--- src/rtl/fas_pkg.sv ---
// Shared types and constants for the FAS sample source.
// State enum, default sample/result widths, result counter width.
package fas_pkg;

  typedef enum logic [1:0] {
    IDLE   = 2'd0,
    STREAM = 2'd1,
    FINISH = 2'd2
  } state_e;

  localparam int DATA_W_DEF = 16;
  localparam int FREQ_W_DEF = 4;
  localparam int CNT_W      = 16;

endpackage

--- src/rtl/fas_freq_capture.sv ---
// Captures FAS done/freq results into registered outputs.
// Ports: clk, rst, en_i (capture enable), clear_i (zero count),
//   done_i, freq_i -> freq_valid_o, freq_o, cnt_o (saturating).
module fas_freq_capture
  import fas_pkg::*;
#(
  parameter int FREQ_W = FREQ_W_DEF
) (
  input  logic              clk,
  input  logic              rst,
  input  logic              en_i,
  input  logic              clear_i,
  input  logic              done_i,
  input  logic [FREQ_W-1:0] freq_i,
  output logic              freq_valid_o,
  output logic [FREQ_W-1:0] freq_o,
  output logic [CNT_W-1:0]  cnt_o
);

  logic              cap;
  logic              fv_q, fv_d;
  logic [FREQ_W-1:0] freq_q, freq_d;
  logic [CNT_W-1:0]  cnt_q, cnt_d;

  always_comb begin
    cap    = en_i && done_i;
    fv_d   = cap;
    freq_d = cap ? freq_i : freq_q;
    cnt_d  = cnt_q;
    if (clear_i)
      cnt_d = '0;
    else if (cap && (cnt_q != '1))
      cnt_d = cnt_q + CNT_W'(1);
  end

  always_ff @(posedge clk or posedge rst) begin
    if (rst) begin
      fv_q   <= 1'b0;
      freq_q <= '0;
      cnt_q  <= '0;
    end else begin
      fv_q   <= fv_d;
      freq_q <= freq_d;
      cnt_q  <= cnt_d;
    end
  end

  assign freq_valid_o = fv_q;
  assign freq_o       = freq_q;
  assign cnt_o        = cnt_q;

endmodule

--- src/rtl/fas_sample_source.sv ---
// Streams samples from a 1-cycle-latency memory to FAS; captures results.
// Ports: clk, rst, start/stop/pause controls, mem_en/mem_addr/mem_rdata,
//   data_valid/data to FAS, done_in/freq_in from FAS,
//   freq_valid/freq_out/result_cnt, busy, finished.
// Build option: FAS_SRC_LOOP_EN makes the read pointer wrap forever.
module fas_sample_source
  import fas_pkg::*;
#(
  parameter int NUM_SAMPLES = 1000,
  parameter int ADDR_W      = 10,
  parameter int DATA_W      = DATA_W_DEF,
  parameter int FREQ_W      = FREQ_W_DEF
) (
  input  logic              clk,
  input  logic              rst,
  input  logic              start,
  input  logic              stop,
  input  logic              pause,
  output logic              mem_en,
  output logic [ADDR_W-1:0] mem_addr,
  input  logic [DATA_W-1:0] mem_rdata,
  output logic              data_valid,
  output logic [DATA_W-1:0] data,
  input  logic              done_in,
  input  logic [FREQ_W-1:0] freq_in,
  output logic              freq_valid,
  output logic [FREQ_W-1:0] freq_out,
  output logic [CNT_W-1:0]  result_cnt,
  output logic              busy,
  output logic              finished
);

  // One extra bit so the pointer can hold NUM_SAMPLES itself.
  localparam int PTR_W = ADDR_W + 1;
  localparam logic [PTR_W-1:0] PTR_END  = PTR_W'(NUM_SAMPLES);
  localparam logic [PTR_W-1:0] PTR_LAST = PTR_W'(NUM_SAMPLES - 1);

`ifdef FAS_SRC_LOOP_EN
  localparam bit LOOP_EN = 1'b1;
`else
  localparam bit LOOP_EN = 1'b0;
`endif

  state_e            state_q, state_d;
  logic [PTR_W-1:0]  ptr_q, ptr_d;
  logic              rd_flag_q, rd_flag_d;
  logic              dv_q, dv_d;
  logic [DATA_W-1:0] data_q, data_d;
  logic              accept;

  always_comb begin
    state_d = state_q;
    ptr_d   = ptr_q;
    accept  = 1'b0;
    mem_en  = (state_q == STREAM) && !pause
              && (ptr_q < PTR_END);
    if (mem_en)
      ptr_d = (LOOP_EN && (ptr_q == PTR_LAST))
              ? '0 : ptr_q + PTR_W'(1);
    unique case (state_q)
      IDLE: begin
        if (start && !stop) begin
          state_d = STREAM;
          ptr_d   = '0;
          accept  = 1'b1;
        end
      end
      STREAM: begin
        if (stop) begin
          state_d = IDLE;
          ptr_d   = '0;
        end else if (!LOOP_EN && (ptr_q == PTR_END)
                     && !rd_flag_q) begin
          state_d = FINISH;
        end
      end
      FINISH: begin
        if (stop) begin
          state_d = IDLE;
          ptr_d   = '0;
        end else if (start) begin
          state_d = STREAM;
          ptr_d   = '0;
          accept  = 1'b1;
        end
      end
      default: begin
        state_d = IDLE;
        ptr_d   = '0;
      end
    endcase
    // stop discards the read in flight; data keeps its last value.
    rd_flag_d = mem_en && !stop;
    dv_d      = rd_flag_q && !stop;
    data_d    = dv_d ? mem_rdata : data_q;
  end

  always_ff @(posedge clk or posedge rst) begin
    if (rst) begin
      state_q   <= IDLE;
      ptr_q     <= '0;
      rd_flag_q <= 1'b0;
      dv_q      <= 1'b0;
      data_q    <= '0;
    end else begin
      state_q   <= state_d;
      ptr_q     <= ptr_d;
      rd_flag_q <= rd_flag_d;
      dv_q      <= dv_d;
      data_q    <= data_d;
    end
  end

  assign mem_addr   = ptr_q[ADDR_W-1:0];
  assign data_valid = dv_q;
  assign data       = data_q;
  assign busy       = (state_q == STREAM);
  assign finished   = (state_q == FINISH);

  fas_freq_capture #(
    .FREQ_W(FREQ_W)
  ) u_cap (
    .clk         (clk),
    .rst         (rst),
    .en_i        (state_q != IDLE),
    .clear_i     (accept),
    .done_i      (done_in),
    .freq_i      (freq_in),
    .freq_valid_o(freq_valid),
    .freq_o      (freq_out),
    .cnt_o       (result_cnt)
  );

endmodule
--- config.mk ---
export PLATFORM = sky130hd
export DESIGN_NAME = fas_sample_source
export DESIGN_NICKNAME = d
export VERILOG_FILES = /design/src/rtl/fas_pkg.sv /design/src/rtl/fas_freq_capture.sv /design/src/rtl/fas_sample_source.sv
export SDC_FILE = /design/constraint.sdc
export NUM_CORES = 1
export LEC_CHECK = 0
export BUFFER_PORTS_ARGS = -buffer_cell sky130_fd_sc_hd__clkbuf_2
export CAP_MARGIN = 5
export CORE_UTILIZATION = 55
export CTS_CLUSTER_DIAMETER = 150
export CTS_CLUSTER_SIZE = 14
export DETAILED_ROUTE_END_ITERATION = 12
export MAX_ROUTING_LAYER = met4
export PLACE_DENSITY = 0.85
export SYNTH_ARGS = -nofsm -noshare
export SYNTH_HDL_FRONTEND = slang
export SYNTH_SLANG_ARGS = --single-unit
--- constraint.sdc ---
create_clock -name clk -period 3.4 [get_ports clk]
set_clock_uncertainty 0.15 [all_clocks]
set_input_delay 0.17 -clock clk [delete_from_list [all_inputs] [get_ports clk]]
set_output_delay 0.17 -clock clk [all_outputs]
set_load 0.03 [all_outputs]
# Word level (Yosys, flattened, before mapping)
# Cells that the tools add are included.
# totals
ff_bits	52
out_inout_bits	51
word_cells	51
# classes
addsub	2
order_cmp	1
eq_ne	7
n_mux	18
n_reduce_logical	15
# ops
op	n
2-to-1 mux 11 bit	5
case mux 11 bit (3 select lines)	1
2-to-1 mux 16 bit	2
adder 16 x 1 -> 16 bit, second input constant	1
!= test 16 bit, second input constant	1
adder 11 x 1 -> 11 bit, second input constant	1
equality test 11 x 10 -> 1 bit, second input constant	1
less-than comparator 11 x 10 -> 1 bit, second input constant	1
2-to-1 mux 2 bit	5
logical AND 1 bit	8
case mux 2 bit (3 select lines)	1
nonzero test 2 bit	2
logical NOT 1 bit	3
2-to-1 mux 1 bit	3
!= test 3 x 2 -> 1 bit, second input constant	1
!= test 3 bit, second input constant	1
AND reduction 3 bit	1
equality test 2 x 1 -> 1 bit, second input constant	1
equality test 2 bit, second input constant	1
logical NOT 2 bit	1
!= test 2 bit, second input constant	1
case mux 1 bit (2 select lines)	1

# Depth between registers and ports, before layout
# logic_depth
depth_word	7
depth_mapped	7
depth_no_buf	6

# Cells and area by module
# From an unflattened synthesis, not the netlist that was laid out.
# hier_totals
hier_cells	246
hier_area_um2	2586.2
# by_module_without_submodules
module	instances	cells_per_inst	area_each_um2	seq_area_each_um2
fas_sample_source	1	127	1488.9	775.7
fas_freq_capture	1	119	1097.3	525.5

# Least setup slack after synthesis
# Ideal clock, no wire load.
# synth_path
path_kind	register to register
from	register u_cap.cnt_q[2], in the netlist u_cap.cnt_o[2]
to	register u_cap.cnt_q[15], in the netlist u_cap.cnt_o[15]
arrival_time_ns	1.967
t_required_ns	3.172
path_slack_ns	1.205
stages_incl_launch_ff	5
n_path_buf	0
cell_sequence	dfrtp_1 -> and4_1 -> or4b_2 -> or4_1 -> a21oi_1
# synth_via
elab_chain_len	3
word_cells_on_any_way	6
# synth_lines
item	line_no	text
start: declaration	fas_freq_capture.sv:23	logic [CNT_W-1:0] cnt_q, cnt_d;
start signal: assignment	fas_freq_capture.sv:44	cnt_q <= cnt_d;
adder 16 x 1 -> 16 bit or != test 16 bit (tied branches)	fas_freq_capture.sv:33, fas_freq_capture.sv:32	
2-to-1 mux 16 bit or logical AND 1 bit (tied branches)	fas_freq_capture.sv:32	else if (cap && (cnt_q != '1))
2-to-1 mux 16 bit or nonzero test 2 bit (tied branches)	n/a	
# Several ways; a longest one is shown, not always the timed one. The select of a mux whose other input is x is not followed.
# A chain may end at the register's enable or synchronous reset.

# Final worst setup path
# layout_path
from	register state_q[1]
to	output mem_en
# layout_via
elab_chain_len	3
# layout_lines
item	line_no	text
start: declaration	fas_sample_source.sv:44	state_e state_q, state_d;
start signal: assignment	fas_sample_source.sv:106	state_q <= state_d;
equality test 2 x 1 -> 1 bit	fas_sample_source.sv:55	mem_en = (state_q == STREAM) && !pause
logical AND 1 bit	fas_sample_source.sv:55	
logical AND 1 bit	fas_sample_source.sv:56	&& (ptr_q < PTR_END);
end: declaration	fas_sample_source.sv:19	output logic mem_en,
# Every way passes these cells.

==> results.json <==
{
  "post_cts.resized_instances": 0,
  "crit_path_start": "state_q[1]$_DFFE_PP0P_",
  "worstPathBufferInverterCount": 2,
  "timing.reg2reg.worst_path_depth": 4,
  "route.detailed.wl_per_inst_um": 15.46,
  "via_count_of_the_first_global_routing_pass": 2127,
  "worst_skew_pair_later_pin_latency_ns": 0.31,
  "antennaDiodeCount": 0,
  "grt_pass1_wl_um": 10090,
  "chipWidth_um": 70.24,
  "synth-main-ff-cell": "sky130_fd_sc_hd__dfrtp_1",
  "port-buffer-count": 76,
  "crit-reg2reg-capture": "ptr_q[8]$_DFF_PP0_",
  "drive_gt1_share_pct": 32.34,
  "path_clk_slew_ns": 0.09,
  "ios": 77,
  "power.internal_mw": 1.002,
  "wirelength_um": 5969,
  "grt_antenna_before_repair": 0,
  "ant_nets": 0,
  "yosysWarningCount": 0,
  "unrepaired_setup_endpoints_after_global_routing": "false",
  "cts.sinks": 52,
  "max_slew_margin_pct": 29.45,
  "cp_cell_sequence": "nor4b_1 -> o21ai_1 -> inv_1 -> clkbuf_2",
  "switching_share_pct": 35.69,
  "worst_r2r_src": "state_q[1]$_DFFE_PP0P_",
  "ir_drop_mv": 0.3825,
  "iteration_0_drc_markers": 151,
  "vias_per_cell": 5.728,
  "power_total_mw": 1.558,
  "fraction_of_power_consumed_by_the_clock_network_pct": 22.7,
  "critical-path-top-delay-family": "simple AND/OR/NAND/NOR gates",
  "ys_ff_latch": 52,
  "path_depth": 4,
  "cp.required_ns": 3.08,
  "netlist_instances": 243,
  "mappedNetlistArea_um2": 2561,
  "power.combinational.fraction_pct": 28.8,
  "p_leak_nw": 1.528,
  "whs_path_depth": 4,
  "timing_max_transition_violations_final": 0,
  "globalRoute.totalOverflow": 0,
  "pin_count_of_the_biggest_net_entering_global_routing": 53,
  "die-area_um2": 4934,
  "chipHeight_um": 70.24,
  "critical_path_endpoint_category": "output port",
  "r2r_slack_ns": 1.25,
  "synth.yosys.seq_area_share_pct": 50.81,
  "type_of_the_worst_min_delay_path": "input pin to register",
  "tritoncts": "done",
  "setup_violations": 0,
  "hpwl_um": 3938,
  "finish.instance_area_um2": 3229,
  "area.growth.synth_to_final_pct": 26.09,
  "cts_setup_buffers": 0,
  "netlist_top_cells_area": "sky130_fd_sc_hd__dfrtp_1, sky130_fd_sc_hd__mux2_2, sky130_fd_sc_hd__nand2_1",
  "post-route-period-util_pct": 65.46,
  "ctsRootBufferMaster": "sky130_fd_sc_hd__clkbuf_8",
  "num_vias": 2211,
  "cap_viol_max_count": 0,
  "worstPathArrival_ns": 1.91,
  "critical_path.endpoint": "mem_en",
  "row_count": 24,
  "critPathMaxFanout": 7,
  "async_reset_ff_share_pct": 100.0,
  "setup.worst_path.class": "register to output port",
  "post_synth_num_cell_types": 45,
  "final-hold-violation-count": 0,
  "dpl-instance-area_um2": 2920,
  "max_slew.worst_pin.slew_ns": 1.057,
  "synth_top_cell_area_share_pct": 50.81,
  "synthDominantAreaCellType": "sky130_fd_sc_hd__dfrtp_1",
  "worstSetupStartpointType": "register",
  "drc": 0,
  "fp.coreArea_um2": 4414,
  "p_sw_mw": 0.5560,
  "cpMaxStageDelayCell": "sky130_fd_sc_hd__nor4b_1",
  "cts.hold.buffers_added": 22,
  "gp_congestion": 0.8581,
  "totalNegativeSetupSlack_ns": 0,
  "result_of_the_run": "finished clean",
  "detailedRoute.firstPassIterationCount": 4,
  "number_of_standard_cells_in_the_layout_taps_in_and_fillers_out": 386,
  "design.final.nets": 362,
  "cts-htree-levels": 2,
  "finalCoreUtilization_pct": 73.16,
  "postSynthNetCount": 272,
  "pwr_density_cell_nw_per_um2": 482.5,
  "final.min_clock_period_ns": 2.226,
  "initial_core_util_pct": 58.02,
  "number_of_buffers_created_by_cts": 5,
  "cell_count_after_placement": 356,
  "cts.path.max_buffers": 2,
  "synth_area_per_cell_um2": 10.54,
  "pwr-share-seq_pct": 48.5,
  "synth_enable_flop_cells": 0,
  "crit_path_max_incr_delay_ns": 0.49,
  "grt_use_total_pct": 26.66,
  "achievable-frequency_mhz": 449.3
}
cells in the final DEF, fill, tap and decap left out, types with 2 or more instances in the layout:
cell type / netlist / final
sky130_fd_sc_hd__o311ai_0: 3 / 3
sky130_fd_sc_hd__nand2_1: 24 / 24
sky130_fd_sc_hd__and4_1: 2 / 2
sky130_fd_sc_hd__and4b_1: 2 / 2
sky130_fd_sc_hd__dlygate4sd3_1: 0 / 22
sky130_fd_sc_hd__nand2b_1: 2 / 2
sky130_fd_sc_hd__clkbuf_2: 0 / 76
sky130_fd_sc_hd__clkbuf_8: 0 / 5
sky130_fd_sc_hd__o211ai_1: 5 / 5
sky130_fd_sc_hd__nor2b_1: 3 / 3
sky130_fd_sc_hd__o41ai_1: 4 / 4
sky130_fd_sc_hd__dfrtp_1: 52 / 52
sky130_fd_sc_hd__nand3_1: 12 / 12
sky130_fd_sc_hd__mux2_2: 16 / 16
sky130_fd_sc_hd__mux2i_1: 2 / 2
sky130_fd_sc_hd__nor2_1: 15 / 15
sky130_fd_sc_hd__nor3_1: 3 / 3
sky130_fd_sc_hd__or4_1: 6 / 6
sky130_fd_sc_hd__nor4_1: 4 / 4
sky130_fd_sc_hd__buf_4: 11 / 3
sky130_fd_sc_hd__and3_1: 2 / 2
sky130_fd_sc_hd__a21oi_1: 12 / 12
sky130_fd_sc_hd__o21ai_0: 6 / 6
sky130_fd_sc_hd__xnor2_1: 3 / 3
sky130_fd_sc_hd__inv_1: 9 / 8
sky130_fd_sc_hd__or3_1: 5 / 5
sky130_fd_sc_hd__o31ai_1: 6 / 6
sky130_fd_sc_hd__xor2_1: 3 / 3
sky130_fd_sc_hd__nand4_1: 4 / 4
sky130_fd_sc_hd__ha_1: 3 / 3
sky130_fd_sc_hd__and2_1: 2 / 2
routing by layer:
layer | vias to the layer above | part of all wire [%] | global-route usage (%)
met5 | - | 0 | -
met2 | 85 | 49 | 42.43
li1 | 1063 | - | -
met3 | 10 | 4.9 | 5.195
met4 | 0 | 1.7 | 8.222
met1 | 1053 | 44 | 34.62
worst min path at each step:
stage | startpoint | endpoint | slack, ns
after floorplan | freq_in[0] | u_cap.freq_o[0]$_DFFE_PP0P_ | 0.13
after global placement | freq_in[3] | u_cap.freq_o[3]$_DFFE_PP0P_ | 0.21
after detailed placement | freq_in[3] | u_cap.freq_o[3]$_DFFE_PP0P_ | 0.22
after CTS | done_in | u_cap.freq_o[3]$_DFFE_PP0P_ | 0.10
after global routing | start | state_q[1]$_DFFE_PP0P_ | 0.13
final | start | state_q[1]$_DFFE_PP0P_ | 0.11
worst min-delay path, delay by kind of cell:
kind / cells / cell delay [ns]
buffers and inverters: 2 / 0.19
AND/OR/NAND/NOR: 1 / 0.08
AO/OA/AOI/OAI: 1 / 0.08
area by class of cell:
type                       count  area, um2
sequential                    52       1301
fill                         319       1185
tap                           52      65.06
timing repair buffer         101      623.1
inverter                       9      33.78
clock inverter                 2      16.27
multi-input combinational    164       1117
clock buffer                   6      72.57
power by group through the flow:
stage | Combinational [mW] | Sequential [mW] | Clock [mW]
floorplan | 0.144 | 0.915 | 0
global placement | 0.417 | 0.761 | 0
detailed placement | 0.426 | 0.766 | 0
CTS | 0.447 | 0.755 | 0.360
global route | 0.480 | 0.768 | 0.376
finish | 0.448 | 0.756 | 0.354
registers in the layout (all words and copies together), names as in the netlist:
signal / cells
state_q: 2
u_cap.cnt_o: 16
ptr_q: 11
data_valid: 1
u_cap.freq_o: 4
rd_flag_q: 1
data: 16
u_cap.freq_valid_o: 1
metrics by stage:
stage / worst slack (ns) / hold slack [ns]
4_1_cts: 1.192 / 0.1015
2_1_floorplan: 1.205 / 0.1254
6_report: 1.174 / 0.1063
3_5_place_dp: 1.269 / 0.2201
5_1_grt: 0.9923 / 0.1289
3_3_place_gp: 1.295 / 0.2136
Yosys cell counts, types with 2 or more instances:
cell type / count
sky130_fd_sc_hd__dfrtp_1: 52
sky130_fd_sc_hd__nand2_1: 24
sky130_fd_sc_hd__mux2_2: 16
sky130_fd_sc_hd__nor2_1: 15
sky130_fd_sc_hd__a21oi_1: 12
sky130_fd_sc_hd__nand3_1: 12
sky130_fd_sc_hd__buf_4: 11
sky130_fd_sc_hd__inv_1: 9
sky130_fd_sc_hd__clkbuf_1: 6
sky130_fd_sc_hd__o21ai_0: 6
sky130_fd_sc_hd__o31ai_1: 6
sky130_fd_sc_hd__or4_1: 6
sky130_fd_sc_hd__o211ai_1: 5
sky130_fd_sc_hd__or3_1: 5
sky130_fd_sc_hd__nand4_1: 4
sky130_fd_sc_hd__nor4_1: 4
sky130_fd_sc_hd__o41ai_1: 4
sky130_fd_sc_hd__ha_1: 3
sky130_fd_sc_hd__nor2b_1: 3
sky130_fd_sc_hd__nor3_1: 3
sky130_fd_sc_hd__o311ai_0: 3
sky130_fd_sc_hd__xnor2_1: 3
sky130_fd_sc_hd__xor2_1: 3
sky130_fd_sc_hd__and2_1: 2
sky130_fd_sc_hd__and3_1: 2
sky130_fd_sc_hd__and4_1: 2
sky130_fd_sc_hd__and4b_1: 2
sky130_fd_sc_hd__mux2i_1: 2
sky130_fd_sc_hd__nand2b_1: 2
logic make-up (layout without fill, tap and decap cells):
| group | Yosys count | in the layout | share of synthesized area (%) |
|---|---|---|---|
| and+or+nand+nor | 91 | 91 | 19.25 |
| AOI/OAI and AO/OA | 46 | 46 | 13.04 |
| muxes | 18 | 18 | 7.816 |
| xor gates and xnor gates | 6 | 6 | 2.052 |
| DFF | 52 | 52 | 50.81 |
| buffers and inverters | 27 | 118 | 5.569 |
| adders and majority gates | 3 | 3 | 1.466 |
(Power assumes the default switching activity.)
